==> src/rtl/core_pkg.sv <==
// Shared definitions for the five-stage RV32I core.
package core_pkg;

    localparam int XLEN = 32;

    // addi x0,x0,0 -- the canonical bubble
    localparam logic [XLEN-1:0] NOP_INST = 32'h0000_0013;

    // Fetch hold-buffer control: RUN streams, HOLD means the buffer already
    // owns whatever was captured on the first stalled edge.
    typedef enum logic {
        RUN  = 1'b0,
        HOLD = 1'b1
    } fetch_state_t;

endpackage

==> src/rtl/Adder32.sv <==
// Plain 32-bit adder with carry-in; the sum wraps modulo 2^32.
module Adder32 (
    input  logic [31:0] a,
    input  logic [31:0] b,
    input  logic        ci,
    output logic [31:0] s
);

    // Carry-out is not needed by any user, so only the sum is produced.
    assign s = a + b + {31'b0, ci};

endmodule

==> src/rtl/fetch_stage.sv <==
// Instruction fetch and IF/ID register. Pairs each one-cycle-latency imem word
// with the PC that fetched it, rides out decode stalls with a one-entry hold
// buffer, and squashes the wrong-path fetch on a branch flush.
module fetch_stage
    import core_pkg::*;
#(
    parameter logic [XLEN-1:0] NOP      = NOP_INST,
    parameter logic [XLEN-1:0] RESET_PC = 32'h0000_0000
) (
    input  logic            clk,
    input  logic            rstn,
    input  logic [XLEN-1:0] pc,
    input  logic            stall,
    input  logic            flush,
    input  logic [XLEN-1:0] imem_rdata,
    output logic [XLEN-1:0] imem_addr,
    output logic            pc_load,
    output logic [XLEN-1:0] inst_d,
    output logic [XLEN-1:0] pc_d,
    output logic [XLEN-1:0] pcplus4_d,
    output logic            valid_d
);

    localparam logic [XLEN-1:0] RESET_PC4 = RESET_PC + 32'd4;

    // PC whose data is on imem_rdata this cycle, and whether it is real
    logic [XLEN-1:0] pc_f_q;
    logic            f_valid_q;
    // hold buffer
    logic [XLEN-1:0] hold_inst_q;
    logic            hold_valid_q;
    fetch_state_t    state_q;
    // IF/ID register
    logic [XLEN-1:0] inst_q;
    logic [XLEN-1:0] pc_q;
    logic [XLEN-1:0] pcplus4_q;
    logic            valid_q;

    logic [XLEN-1:0] pc_f_plus4;

    // The memory sees the live PC; a flush must redirect even while stalled.
    assign imem_addr = pc;
    assign pc_load   = ~stall | flush;

    Adder32 u_pc_inc (
        .a  (pc_f_q),
        .b  (32'd4),
        .ci (1'b0),
        .s  (pc_f_plus4)
    );

    // Fetch/hold FSM and IF/ID register, priority: reset, flush, stall, advance
    always_ff @(posedge clk) begin
        if (!rstn) begin
            inst_q       <= NOP;
            pc_q         <= RESET_PC;
            pcplus4_q    <= RESET_PC4;
            valid_q      <= 1'b0;
            pc_f_q       <= RESET_PC;
            f_valid_q    <= 1'b0;
            hold_inst_q  <= NOP;
            hold_valid_q <= 1'b0;
            state_q      <= RUN;
        end else if (flush) begin
            // The in-flight fetch and any held word are wrong-path.
            inst_q       <= NOP;
            pc_q         <= RESET_PC;
            pcplus4_q    <= RESET_PC4;
            valid_q      <= 1'b0;
            pc_f_q       <= pc;
            f_valid_q    <= 1'b0;
            hold_valid_q <= 1'b0;
            state_q      <= RUN;
        end else if (stall) begin
            // Address does not advance, so next cycle imem_rdata will be
            // mem[pc], not mem[pc_f]; grab the pc_f word now, only once.
            if (state_q == RUN) begin
                if (f_valid_q) begin
                    hold_inst_q  <= imem_rdata;
                    hold_valid_q <= 1'b1;
                end
                state_q <= HOLD;
            end
        end else begin
            inst_q       <= hold_valid_q ? hold_inst_q : imem_rdata;
            pc_q         <= pc_f_q;
            pcplus4_q    <= pc_f_plus4;
            valid_q      <= f_valid_q;
            pc_f_q       <= pc;
            f_valid_q    <= 1'b1;
            hold_valid_q <= 1'b0;
            state_q      <= RUN;
        end
    end

    assign inst_d    = inst_q;
    assign pc_d      = pc_q;
    assign pcplus4_d = pcplus4_q;
    assign valid_d   = valid_q;

endmodule

==> config.mk <==
export PLATFORM = sky130hd
export DESIGN_NAME = fetch_stage
export DESIGN_NICKNAME = d
export VERILOG_FILES = /design/src/rtl/core_pkg.sv /design/src/rtl/Adder32.sv /design/src/rtl/fetch_stage.sv
export SDC_FILE = /design/constraint.sdc
export NUM_CORES = 1
export LEC_CHECK = 0
export CORE_MARGIN = 2
export CORE_UTILIZATION = 30
export DETAILED_ROUTE_END_ITERATION = 16
export PLACE_DENSITY = 0.6
export SETUP_SLACK_MARGIN = 0.2
export SYNTH_ARGS = -nofsm -noshare
export SYNTH_HDL_FRONTEND = slang
export SYNTH_SLANG_ARGS = --single-unit
==> constraint.sdc <==
create_clock -name clk -period 2.2 [get_ports clk]
set_input_delay 0.22 -clock clk [delete_from_list [all_inputs] [get_ports clk]]
set_output_delay 0.22 -clock clk [all_outputs]
set_load 0.05 [all_outputs]
# == Word level (Yosys, flattened, before mapping) ==
# Index checks and enable logic that the tools add are counted.
# Widths: inputs -> output; s select.
# classes
addsub,1
eq_ne,1
mux,4
n_bitwise,5
reduce_logical,4
# ops
operator,count
$mux 32,3
$add 32x3->32 const B,1
$not 1->1,4
$reduce_and 4->1,1
$reduce_or 3->1,1
$ne 2x1->1 const B,1
$reduce_and 2->1,1
$reduce_or 2->1,1
$mux 1,1
$or 1x1->1,1
# word_totals
reg_bits,164
out_inout_bits,130
elab_cells,24

# == Logic depth before layout (Yosys ltp) ==
# Gate-level depths: netlist (run 1).
# logic_depth
word_depth,2
depth_mapped,8

# == Cells and area by module ==
# From an unflattened synthesis (run 1), not the netlist that was laid out.
# unflattened
cells_unflattened,985
area_unflattened_um2,8476.9
# modules_own_cells
mod,n_inst,cells_each,area_each_um2
fetch_stage,1,705,6537.5
Adder32,1,280,1939.4

# == Worst setup path before layout (run 1) ==
# No wires, ideal clock.
# synth_timing
path_kind,reg-to-reg
startpoint,reg pc_f_q[3]
endpoint,"reg pcplus4_q[22], in the netlist pcplus4_d[22]"
setup_ns,0.115
t_arrival_ns,1.585
slack_ns,0.501
path_stages_with_launch,8
cell_sequence,dfxtp_1 -> ha_1 -> nand3_2 -> or4_1 -> buf_6 -> nor3_2 -> xor2_1 -> o21a_1
# synth_via
elab_chain_len,1
# synth_rtl
item,line,source
from (decl),fetch_stage.sv:27,logic [XLEN-1:0] pc_f_q;
from (signal assigned),fetch_stage.sv:70,pc_f_q <= pc;
from (signal assigned),fetch_stage.sv:89,pc_f_q <= pc;
$add 32x3->32,Adder32.sv:10,"assign s = a + b + {31'b0, ci};"
to (signal assigned),fetch_stage.sv:87,pcplus4_q <= pc_f_plus4;
to (decl),fetch_stage.sv:36,logic [XLEN-1:0] pcplus4_q;
# Every way passes these cells.
# A chain may end at the register's enable or synchronous reset.

# == Final worst setup path (run 1) ==
# layout_timing
startpoint,"reg pc_q[21], in the netlist pc_d[21]"
endpoint,out pc_d[21]
# layout_rtl
item,line,source
from (decl),fetch_stage.sv:35,logic [XLEN-1:0] pc_q;
from (signal assigned),fetch_stage.sv:86,pc_q <= pc_f_q;
to (decl),fetch_stage.sv:19,"output logic [XLEN-1:0] pc_d,"
# No word-level cell between the ends.

==> results.cfg, run 1 <==
[run_status]
status = finished, final reports clean

[critical_path]
cpMaxStageDelayCell = clkdlybuf4s50_1
worstSetupPathType = reg -> out
worst_ep_required_time_ns = 1.98
arrival_ns = 1.64
slowest_delay_ns = 0.88
path_max_fanout = 2
cp_top_family = buffers and inverters
startpoint_type = register
crit_path_cell_trace = clkdlybuf4s50_1
cp_num_buf_inv = 1
worst_setup_path_end_kind = output pin

[timing]
slew_violations = 0
finClkSkew_ns = 0.00835
hold_slack_ns = 0.222
setup_violations = 0
final_hold_viol_count = 0
setup_tns_ns = 0
fin_crit_sh_pct = 84.5
grt_setup_unrepaired = false
clock.fmax_mhz = 538
slew_headroom_pct = 52.7
fin_crit_ns = 1.86
tightest_slew_ns = 0.709

[synth]
avgSynthCellArea_um2 = 8.91
syn_area_mm2 = 0.00672
synth.largest_area_cell = dfxtp_1
synth-edff-count = 0
post-synth-top-count-cell = nand2_1
synth_top_cell_area_share_pct = 48.3
syn_inst = 754
ys_ff_latch = 162
synth_area_leaders = dfxtp_1 48%, nand2_1 9.7%, mux2i_1 7.7%
yosysWarnings = 0
synth_cell_types = 39
async_reset_ff_share_pct = 0
seq_area_frac_synth_pct = 48.3
synthFlopType = dfxtp_1
synth.top_cells.by_count = 174 x nand2_1, 162 x dfxtp_1, 61 x a21boi_1
syn_nets = 823

[floorplanning]
die-area_mm2 = 0.0236
fp.dieH_um = 154
core-area_mm2 = 0.0219
core.rowCount = 54
fp.dieW_um = 154
io_pins = 198
initial_core_util_pct = 30.7

[clock_tree]
cts.path.max_buffers = 2
clk_pin_slew_worst_paths_ns = 0.06
post_cts_buffers = 0
clk_latency_ns = 0.42
clkSinkCount = 162
htreeDepth = 4
root_buffer = clkbuf_16
cts_buffers = 17
cts_tree = done

[drt]
wl_met2_um = 8520
vias = 5527
wl_um = 18700
via_per_inst = 4.61
drcViolationCount = 0
top_layer_used = met5
wl_per_cell_um = 15.6
drtAntennaViolNets = 0
met3_length_um = 1300
drt_iter0_drc = 252
drt_first_pass_iters = 4
wl_met1_um = 8690

[final_layout]
drive_gt1_share_pct = 8.49
final_area_mm2 = 0.00937
finalNetCount = 975
area_growth_pct = 39.4

[placement]
port-buffer-count = 197
placed_cell_area_mm2 = 0.00877
hpwl_um = 12900
gp_congestion = 0.724

[power_and_ir_drop]
power_leakage_nw = 3.45
ir_drop_uv = 549
p_per_area_mw_per_mm2 = 748

[global_route]
track_usage_pct = 15.6
grt_pass1_wl_um = 29000
grt_max_degree = 58
antenna_found_initial = 3
grt_pass1_vias = 5178
grt_overflow_total = 0

[run]
max-cap-violations = 0

[hold_path]
hold_path.class = in -> reg
-- layer usage --
metal	track usage [%]	vias to the layer above
met3	5.13	12
met5	0	-
li1	-	2797
met1	20.1	2567
met4	4.11	2
met2	25.2	149
-- kinds of logic after synthesis --
group / synth area share [%]
AO/OA/AOI/OAI: 15.2
buffers and inverters: 8.34
AND/OR/NAND/NOR: 16.6
adder cells (fa/ha/maj): 0.186
multiplexers: 7.74
XOR/XNOR: 3.65
flip-flops: 48.3
-- worst min-delay path, stage by stage --
cell and delay (ns):
buf_2 0.13, nand2_1 0.18, nor2_1 0.07
-- placed cells by master, fill, tap and decap left out, types with 11 or more instances in the layout --
master           count
nand2_1            174
dfxtp_1            161
inv_1               15
a21boi_1            61
mux2i_1             52
buf_4               20
nand3_1             11
nor2_1              33
xnor2_1             18
a22o_1              19
clkdlybuf4s50_1    193
a21oi_1             21
o21a_1              14
o21ai_1             34
clkbuf_16           17
-- final timing paths --
| check | from | to | slack (ns) | cells past startpoint |
|---|---|---|---|---|
| worst max register to register | pc_f_q[10]$_SDFFE_PN0P_ | pcplus4_d[28]$_SDFFE_PP0N_ | 0.38 | 5 |
| worst min-delay path | rstn | hold_valid_q$_SDFFE_PP0P_ | 0.22 | 3 |
| worst min register to register | pc_f_q[1]$_SDFFE_PN0P_ | pc_f_q[1]$_SDFFE_PN0P_ | 0.45 | 2 |
| worst max-delay path | pc_d[21]$_SDFFE_PP0N_ | pc_d[21] | 0.34 | 1 |
-- sequential cells by signal, summed over array words and instances (netlist names) --
| name | cells |
|---|---|
| hold_inst_q | 32 |
| inst_d | 32 |
| pc_d | 32 |
| pc_f_q | 32 |
| pcplus4_d | 30 |
| f_valid_q | 1 |
| hold_valid_q | 1 |
| state_q | 1 |
| valid_d | 1 |
-- repair_timing --
item	CTS	global route
hold buffers	0	0
resized for setup	0	1
endpoints found under the setup margin	0	8
endpoints found under the hold margin	0	0
-- power breakdown --
part | internal (mW) | total, mW | leakage (nW) | switching, mW
Combinational | 0.373 | 0.922 | 1.83 | 0.550
Sequential | 3.03 | 3.11 | 1.32 | 0.0834
Clock | 1.72 | 2.98 | 0.292 | 1.25
-- final cells by class --
cell class / instances / area, um2
fillers: 2194 / 12500
flip-flops and latches: 162 / 3240
multi-input cells: 488 / 2940
repair buffers: 219 / 2170
clock buffers: 18 / 439
well taps: 280 / 350
clock inverters: 14 / 153
inverters: 18 / 67.6
diodes: 1 / 2.50
-- metrics by stage --
| stage | total power, mW | worst slack, ns | cells | util, % |
|---|---|---|---|---|
| floorplan | 3.74 | 0.501 | 754 | - |
| global placement | 4.10 | 0.275 | 1167 | 40.1 |
| detailed placement | 4.11 | 0.220 | 1167 | 40.1 |
| CTS | 7.10 | 0.206 | 1199 | 42.8 |
| global route | 7.28 | 0.223 | 1199 | 42.8 |
| finish | 7.01 | 0.340 | 1200 | 42.8 |
(Power assumes the default switching activity.)
==> inputs of run 2 (changes only) <==
- clock period: 2.2 -> 1.8 ns (I/O delays scaled with it)
==> run 2 against run 1 <==
Against the previous run: register-to-register slack lost 0.27 ns; non-clock buffer count grew 22; via count grew 1.2%; routed wire length is 2.2% higher; largest power group unchanged; highest routed layer is now met4.
==> results.cfg, run 2 (synthesis gave the netlist of run 1 again) <==
[floorplanning]
fp.dieW_um = 154
die-area_mm2 = 0.0236
initial_core_util_pct = 30.7
fp.dieH_um = 154
io_pins = 198
core-area_mm2 = 0.0219
core.rowCount = 54

[drt]
drcViolationCount = 0
vias = 5592
wl_per_cell_um = 15.6
via_per_inst = 4.58
drt_iter0_drc = 142
wl_um = 19100
drtAntennaViolNets = 0
drt_first_pass_iters = 4

[final_layout]
layout_common_cells = 174 x nand2_1, 155 x dfxtp_1, 88 x dlygate4sd2_1, 78 x buf_4, 65 x clkdlybuf4s50_1
area_growth_pct = 40.2
stdcell_count = 1221
fill_cells = 2197
drive_gt1_share_pct = 15.6
seq_area_mm2 = 0.00326
final_common_cell = nand2_1
finalNetCount = 997
multi_input_area_mm2 = 0.00299

[run_status]
status = finished, final reports clean

[timing]
fin_crit_sh_pct = 93.9
final_hold_viol_count = 0
clock.fmax_mhz = 591
grt_setup_unrepaired = true
slew_headroom_pct = 63.7
finClkSkew_ns = 0.00714
slew_violations = 0
tightest_slew_ns = 0.547
fin_crit_ns = 1.69
setup_tns_ns = 0
setup_violations = 0

[clock_tree]
cts_tree = done
htreeDepth = 4
cts_hold_buf = 0
clkSinkCount = 162
clk_pin_slew_worst_paths_ns = 0.06
cts.path.max_buffers = 2
root_buffer = clkbuf_16
clk_latency_ns = 0.42
cts_buffers = 17

[critical_path]
worstSetupPathType = reg -> reg
path_max_fanout = 8
slowest_delay_ns = 0.58
cpMaxStageDelayCell = or4_4
worst_ep_required_time_ns = 2.12
arrival_ns = 2.01
cp_top_family = simple AND/OR/NAND/NOR gates
reg2reg_depth = 6
crit_path_cell_trace = nand4_1, or4_4, buf_12, nor3_2, xor2_1, o21a_1
startpoint_type = register
cp.depth = 6
worst_setup_path_end_kind = register
cp_num_buf_inv = 1

[global_route]
grt_pass1_wl_um = 30000
grt_pass1_vias = 5407
grt_max_degree = 59
grt_overflow_total = 0
track_usage_pct = 16.1
antenna_found_initial = 1

[hold_path]
hold_path.class = in -> reg
holdPathStages = 3

[run]
max-cap-violations = 0

[placement]
dpl.cell_count = 1187
hpwl_um = 13400
port-buffer-count = 197
gp_congestion = 0.731

[power_and_ir_drop]
p_per_area_mw_per_mm2 = 899
ir_drop_uv = 658
power_leakage_nw = 4.02
run 2: changes by cell type in the layout (fill, tap and decap cells not counted), moves of 3 or more:
cell | previous run | this run
dlygate4sd2_1 | 0 | 88
dfxtp_2 | 1 | 5
clkbuf_1 | 0 | 3
dfxtp_1 | 161 | 155
buf_12 | 4 | 8
buf_4 | 20 | 78
clkdlybuf4s50_1 | 193 | 65
inv_6 | 6 | 0
nor3_4 | 0 | 3
nor3_2 | 6 | 3
run 2: metal layers:
layer  share of wire (%)  vias up  GRT usage [%]
li1                    -     2841              -
met1                  45     2607           20.5
met2                  48      139           27.1
met3                 6.6        5           5.07
met4                0.44        0           3.28
met5                   0        -              0
run 2: worst paths after layout:
kind	start	end	slack, ns
max	pc_f_q[8]$_SDFFE_PN0P_	pcplus4_d[24]$_SDFFE_PP0N_	0.11
min	rstn	f_valid_q$_SDFFE_PP0N_	0.11
max reg2reg	pc_f_q[8]$_SDFFE_PN0P_	pcplus4_d[24]$_SDFFE_PP0N_	0.11
min reg2reg	pcplus4_d[4]$_SDFFE_PP0N_	pcplus4_d[4]$_SDFFE_PP0N_	0.44
run 2: per-stage QoR:
step / hold WS (ns) / area (um2) / setup WS (ns) / total power [mW] / utilization, %
floorplan: 0.304 / 6750 / 0.142 / 4.58 / -
global placement: 0.438 / 8880 / 0.130 / 5.04 / 40.6
detailed placement: 0.441 / 8880 / 0.0985 / 5.05 / 40.6
CTS: 0.0946 / 9370 / 0.109 / 8.60 / 42.8
global route: 0.112 / 9420 / 0.0450 / 8.83 / 43.0
finish: 0.110 / 9420 / 0.109 / 8.47 / 43.0
run 2: final cells by class:
type | count | share of cell area [%]
Clock inverter | 9 | 1.14
Antenna cell | 1 | 0.0266
Sequential cell | 162 | 34.6
Inverter | 18 | 0.717
Multi-Input combinational cell | 488 | 31.8
Tap cell | 280 | 3.72
Clock buffer | 22 | 4.93
Timing Repair Buffer | 241 | 23.1
run 2: tightest hold or removal path: stages:
cell and delay (ns):
buf_2 0.12, nand2b_2 0.12, a21oi_1 0.05
run 2: where the power goes:
group	switching, mW	internal, mW
combinational	0.700	0.441
sequential	0.0851	3.70
clock	1.43	2.11
total	2.22	6.25
run 2: timing repair:
| item | in CTS | in global routing |
|---|---|---|
| resized for setup | 97 | 7 |
| gates cloned | 0 | 0 |
| setup buffers | 0 | 2 |
| endpoints found under the setup margin | 105 | 14 |
| pin swaps | 1 | 4 |
